$ cat src/rtl/ram_b_pkg.sv
// Shared RAM_B constants and controller state encoding, reused by RAM_B and bus glue.
package ram_b_pkg;

    localparam int ADDR_W  = 20;
    localparam int DATA_W  = 32;
    localparam int RDATA_W = 48;
    localparam int DEPTH   = 128;
    localparam int LEN_W   = 8;

    typedef enum logic [2:0] {
        IDLE     = 3'd0,
        WRITE    = 3'd1,
        RD_ISSUE = 3'd2,
        RD_WAIT  = 3'd3,
        RESP     = 3'd4
    } state_t;

    function automatic logic addr_in_range(input logic [ADDR_W-1:0] a);
        return a < ADDR_W'(DEPTH);
    endfunction

endpackage

$ cat src/rtl/ram_b_beat_ctr.sv
// Burst beat tracker: current beat address, remaining-beat count and RAM range check.
module ram_b_beat_ctr
    import ram_b_pkg::*;
(
    input  logic              clk,
    input  logic              rst,
    input  logic              load,
    input  logic              step,
    input  logic [ADDR_W-1:0] load_addr,
    input  logic [LEN_W-1:0]  load_len,
    output logic [ADDR_W-1:0] addr,
    output logic [ADDR_W-1:0] addr_next,
    output logic              count_zero,
    output logic              in_range
);

    logic [LEN_W-1:0] count;

    // Address wraps naturally at 2^ADDR_W.
    assign addr_next  = addr + ADDR_W'(1);
    assign count_zero = (count == '0);
    assign in_range   = addr_in_range(addr);

    always_ff @(posedge clk or posedge rst) begin
        if (rst) begin
            addr  <= '0;
            count <= '0;
        end else if (load) begin
            addr  <= load_addr;
            count <= load_len;
        end else if (step) begin
            addr  <= addr_next;
            count <= count - LEN_W'(1);
        end
    end

endmodule

$ cat src/rtl/ram_b_master.sv
// Initiator-side controller for RAM_B: single writes and burst reads from a request
// channel, absorbing the RAM's one-cycle registered read latency.
module ram_b_master
    import ram_b_pkg::*;
(
    input  logic               clk,
    input  logic               rst,
    input  logic               req_valid,
    output logic               req_ready,
    input  logic               req_we,
    input  logic [ADDR_W-1:0]  req_addr,
    input  logic [DATA_W-1:0]  req_wdata,
    input  logic [LEN_W-1:0]   req_len,
    output logic               rsp_valid,
    input  logic               rsp_ready,
    output logic [DATA_W-1:0]  rsp_data,
    output logic               rsp_err,
    output logic               rsp_last,
    output logic               busy,
    output logic [ADDR_W-1:0]  mem_addra,
    output logic [DATA_W-1:0]  mem_dina,
    output logic               mem_wea,
    input  logic [RDATA_W-1:0] mem_douta
);

    // Both channels: a beat transfers on the clk edge where valid && ready are high;
    // the sender holds its payload stable until then and never withdraws valid.

    state_t state, state_d;

    logic              req_ready_d, rsp_valid_d, rsp_err_d, rsp_last_d, mem_wea_d;
    logic              is_write, is_write_d;
    logic [DATA_W-1:0] rsp_data_d, mem_dina_d;
    logic [ADDR_W-1:0] mem_addra_d;

    logic              ctr_load, ctr_step;
    logic [ADDR_W-1:0] beat_addr, beat_addr_next;
    logic              count_zero, beat_in_range;

    logic unused_douta_upper;
    assign unused_douta_upper = ^mem_douta[RDATA_W-1:DATA_W];

    assign busy = (state != IDLE);

    ram_b_beat_ctr u_beat_ctr (
        .clk        (clk),
        .rst        (rst),
        .load       (ctr_load),
        .step       (ctr_step),
        .load_addr  (req_addr),
        .load_len   (req_len),
        .addr       (beat_addr),
        .addr_next  (beat_addr_next),
        .count_zero (count_zero),
        .in_range   (beat_in_range)
    );

    always_comb begin
        state_d     = state;
        rsp_valid_d = rsp_valid;
        rsp_data_d  = rsp_data;
        rsp_err_d   = rsp_err;
        rsp_last_d  = rsp_last;
        mem_addra_d = mem_addra;
        mem_dina_d  = mem_dina;
        mem_wea_d   = mem_wea;
        is_write_d  = is_write;
        ctr_load    = 1'b0;
        ctr_step    = 1'b0;

        case (state)
            IDLE: begin
                if (req_valid && req_ready) begin
                    if (req_we) begin
                        is_write_d = 1'b1;
                        if (addr_in_range(req_addr)) begin
                            mem_addra_d = req_addr;
                            mem_dina_d  = req_wdata;
                            mem_wea_d   = 1'b1;
                            state_d     = WRITE;
                        end else begin
                            // Out-of-range write never touches the RAM port.
                            rsp_valid_d = 1'b1;
                            rsp_data_d  = '0;
                            rsp_err_d   = 1'b1;
                            rsp_last_d  = 1'b1;
                            state_d     = RESP;
                        end
                    end else begin
                        is_write_d  = 1'b0;
                        ctr_load    = 1'b1;
                        mem_addra_d = req_addr;
                        state_d     = RD_ISSUE;
                    end
                end
            end
            WRITE: begin
                mem_wea_d   = 1'b0;
                rsp_valid_d = 1'b1;
                rsp_data_d  = '0;
                rsp_err_d   = 1'b0;
                rsp_last_d  = 1'b1;
                state_d     = RESP;
            end
            RD_ISSUE: state_d = RD_WAIT;
            RD_WAIT: begin
                rsp_data_d  = beat_in_range ? mem_douta[DATA_W-1:0] : '0;
                rsp_err_d   = !beat_in_range;
                rsp_last_d  = count_zero;
                rsp_valid_d = 1'b1;
                state_d     = RESP;
            end
            RESP: begin
                if (rsp_ready) begin
                    rsp_valid_d = 1'b0;
                    if (rsp_last || is_write) begin
                        state_d = IDLE;
                    end else begin
                        ctr_step    = 1'b1;
                        mem_addra_d = beat_addr_next;
                        state_d     = RD_ISSUE;
                    end
                end
            end
            default: state_d = IDLE;
        endcase

        // Registered so it stays low through reset and rises on the first edge after.
        req_ready_d = (state_d == IDLE);
    end

    always_ff @(posedge clk or posedge rst) begin
        if (rst) begin
            state     <= IDLE;
            req_ready <= 1'b0;
            rsp_valid <= 1'b0;
            rsp_data  <= '0;
            rsp_err   <= 1'b0;
            rsp_last  <= 1'b0;
            mem_addra <= '0;
            mem_dina  <= '0;
            mem_wea   <= 1'b0;
            is_write  <= 1'b0;
        end else begin
            state     <= state_d;
            req_ready <= req_ready_d;
            rsp_valid <= rsp_valid_d;
            rsp_data  <= rsp_data_d;
            rsp_err   <= rsp_err_d;
            rsp_last  <= rsp_last_d;
            mem_addra <= mem_addra_d;
            mem_dina  <= mem_dina_d;
            mem_wea   <= mem_wea_d;
            is_write  <= is_write_d;
        end
    end

endmodule
$ cat config.mk
export PLATFORM = sky130hd
export DESIGN_NAME = ram_b_master
export DESIGN_NICKNAME = d
export VERILOG_FILES = /design/src/rtl/ram_b_pkg.sv /design/src/rtl/ram_b_beat_ctr.sv /design/src/rtl/ram_b_master.sv
export SDC_FILE = /design/constraint.sdc
export NUM_CORES = 1
export LEC_CHECK = 0
export CAP_MARGIN = 0
export CORE_MARGIN = 2
export CORE_UTILIZATION = 49
export DETAILED_ROUTE_END_ITERATION = 8
export PLACE_DENSITY = 0.87
export SETUP_SLACK_MARGIN = 0.4
export SLEW_MARGIN = 20
export SYNTH_ARGS = -nofsm -noshare
export SYNTH_HDL_FRONTEND = slang
export SYNTH_SLANG_ARGS = --single-unit
$ cat constraint.sdc
create_clock -name clk -period 7.29 [get_ports clk]
set_input_delay 0.729 -clock clk [delete_from_list [all_inputs] [get_ports clk]]
set_output_delay 0.729 -clock clk [all_outputs]
set_load 0.005 [all_outputs]
==> out/results.txt <==
finished layout cell area: 8180 um2
Hold Path Origin: mem_dina[0]
crit path max fanout: 36
Yosys top cell area share: 53.6%
Yosys cell types: 62
Clock Skew: 0.00751 ns
P_sw: 0.000837 W
total power: 0.00259 W
RSZ-0062 raised after global routing: false
TNS Setup: 0 ns
DR pass1 iterations: 7
PD cells: 317 nW/um2
CP Data Required Time: 7.51 ns
Placed Area: 7530 um2
IO Port Bufs: 186
H-tree Lvls: 4
first-pass GRT wire length: 25.2 mm
CTS-repair resized insts: 0
min-delay worst type: flop to flop
Final #Nets: 805
Antenna Diode Count: 0
Crit. End Element: flop
Mapped Cells: 510
Flop pwr share: 37.7%
RD Place Congestion: 0.891
Top Ports: 203
Core Box Area: 11300 um2
post-route ant nets: 0
Internal: 0.00176 W
CP Launch Point: req_addr[12]
post-route setup slack: 4.40 ns
DRC Markers: 0
CP max stage delay: 0.73 ns
total CTS buffers: 17
final WL: 15.5 mm
Post-CTS Setup Repair Bufs: 0
Final min period: 2.89 ns
CTS max path bufs: 2
vias per inst: 5.79
Comb power frac: 27.7%
Worst setup endpoint: state[2]
Worst path depth: 6
Routed WL per cell: 18.4 um
Max Cap Viol: 0
Die W: 111 um
R2R Path End: u_beat_ctr.addr[12]
R2R Setup Slk: 4.71 ns
Initial Util: 49.9%
CP Cell Sequence: clkdlybuf4s50_1 -> nor4_1 -> nand4_1 -> nor3b_1 -> o21ai_4 -> o21ai_0
synth warn: 0
Critical Path Source Type: input port
Final Slew Violations: 0
Worst VDD drop: 0.181 mV
GRT Total Usage: 25.4%
share of layout cells above drive strength 1: 11.4%
clock share of power: 34.6%
Die Y: 111 um
initial antenna violation count: 0
HPWL after DPL: 10.8 mm
CTS clk-pin slew, worst paths: 0.06 ns
Max Freq: 0.346 GHz
Critical R2R Launch: state[0]
syn_nets: 626
sequential fraction of the synthesis area: 53.6%
Setup violations, final: 0
GRT overflow: 0
Setup CP Type: input port to flop
switch share: 32.3%
CTS Hold Bufs: 0
root buf cell: clkbuf_16
Worst path top cell family by delay: compound AO/OA/AOI/OAI gates
Area contributors post-synth: dfrtp_1, a22o_1, mux2_2, nand2_1, nor2_1
worst r2r path cells: 8
Syn Area/Cell: 11.1 um2
pin count of the biggest net entering global routing: 63
crit share post-route: 39.7%
WP buf/inv: 1
Seq cells post-synth: 121
Max-slew headroom: 38.8%
DRT iter0 DRCs: 295
CTS tree: done
Leakage: 3.63 nW
status: completed
vias in the first global route: 4912
Site Rows: 39
dominant cell type by area after synthesis: dfrtp_1
total die area: 12400 um2
clk_lat worst skew: 0.41 ns
worst-margin pin slew: 0.914 ns
synthesis-to-layout area growth: 44.7%
final hold violation count: 0
total number of vias: 4894
cell area after synthesis: 5650 um2
clk sinks: 121
Critical Path AT: 3.11 ns
FILL cells: 764
critical path's slowest cell: o21ai_4
pre-CTS setup slack: 4.05 ns
==> routing by layer <==
layer  up-vias  part of all wire, %  global-route usage (%)
li1       2235                    -                       -
met4         0                  2.0                    8.56
met5         -                    0                       0
met1      2388                   40                    31.6
met3        30                  7.1                    6.04
met2       241                   51                    43.7
==> cell families after synthesis <==
| kind of cell | after synthesis | synth area share (%) |
|---|---|---|
| and+or+nand+nor | 160 | 14.6 |
| AOI/OAI and AO/OA | 127 | 16.3 |
| DFF | 121 | 53.6 |
| buffers and inverters | 42 | 4.36 |
| muxes | 41 | 7.99 |
| xor gates and xnor gates | 16 | 2.48 |
| adders and majority gates | 3 | 0.664 |
==> worst register-to-register path, cell delays in order (launching register included) <==
cell and delay [ns]:
dfrtp_1 0.58, nor3b_2 0.10, buf_4 0.23, nand3_1 0.11, buf_4 0.38, a32o_1 0.19, buf_4 0.36, nor2_1 0.13
a221o_1 0.37
==> metrics by stage <==
stage,cells,hold slack (ns),utilization [%]
after floorplan,510,0.450,-
after global placement,812,0.463,66.5
after detailed placement,812,0.471,66.5
after CTS,844,0.487,72.1
after global routing,845,0.509,72.3
final,845,0.485,72.3
==> sequential cells by signal (all words and copies together), names as in the netlist, 3 cells and up <==
| name | cells |
|---|---|
| u_beat_ctr.count | 8 |
| u_beat_ctr.addr | 20 |
| mem_dina | 32 |
| mem_addra | 20 |
| rsp_data | 32 |
| state | 3 |
==> worst min path at each step <==
stage,endpoint,slack [ns],cells past startpoint
floorplan,is_write,0.45,2
global placement,is_write,0.46,2
detailed placement,mem_addra[5],0.47,2
CTS,mem_dina[0],0.49,1
global route,rsp_data[31],0.51,1
finish,mem_dina[0],0.48,1
==> area by class of cell <==
| type | count | area (um2) | share of cell area, % |
|---|---|---|---|
| multi-input combinational | 347 | 2390 | 29.2 |
| clock buffer | 18 | 439 | 5.37 |
| timing repair buffer | 192 | 1910 | 23.4 |
| sequential | 121 | 3030 | 37.0 |
| tap | 143 | 179 | 2.19 |
| clock inverter | 14 | 195 | 2.39 |
| inverter | 10 | 40.0 | 0.489 |
==> power groups by stage <==
stage | clock network (W) | registers (W) | logic [W]
finish | 0.000898 | 0.000978 | 0.000719
global route | 0.000943 | 0.00100 | 0.000794
CTS | 0.000907 | 0.000975 | 0.000721
detailed placement | 0 | 0.000982 | 0.000716
global placement | 0 | 0.000971 | 0.000689
floorplan | 0 | 0.000937 | 0.000453
==> synth_stat cells, drive strengths merged <==
library cell  number
o22ai              1
o21a               3
clkbuf            14
a32o               1
ha                 3
o21ai             35
a21oi             11
xor2              11
a311o              2
inv               10
and2               1
o2111a             1
a22oi              8
nor2              43
o211ai             4
or4                2
a22o              33
or3                4
o31ai              5
a211oi             1
buf               18
nor4               9
nand2b             1
nand3             16
nand4              7
o221ai             3
or2                1
mux2i              8
nor3b              2
nand2             57
nor2b              1
nor3              10
a31oi              3
dfrtp            121
xnor2              5
or3b               2
o311ai             7
a32oi              1
a221o              5
mux2              33
and3               3
and4               1
a21o               3
==> placed cells by master (no fill, tap or decap), types with 3 or more instances in the layout <==
master,netlist,layout
nor2_1,42,42
o31ai_1,5,5
o311ai_0,6,6
clkinvlp_4,0,4
xor2_1,11,11
a31oi_1,3,3
o21ai_1,23,23
inv_6,0,3
a221o_1,5,5
nor3_4,3,4
a22oi_1,8,8
nand3_1,16,16
nand2_1,56,56
o211ai_1,4,4
bufinv_16,0,4
ha_1,3,3
nand4_1,6,6
clkbuf_16,0,17
buf_4,6,5
mux2_1,8,8
xnor2_1,5,5
nor4_1,6,6
mux2_2,25,25
a22o_1,33,33
nor3_1,6,6
o221ai_1,3,3
clkdlybuf4s50_1,0,186
dfrtp_1,121,121
a21oi_1,11,11
mux2i_1,8,8
inv_1,9,8
or3_1,4,4
a21o_1,3,3
o21a_1,3,3
o21ai_0,11,11
Note: power is estimated with default switching activity, not from simulation.
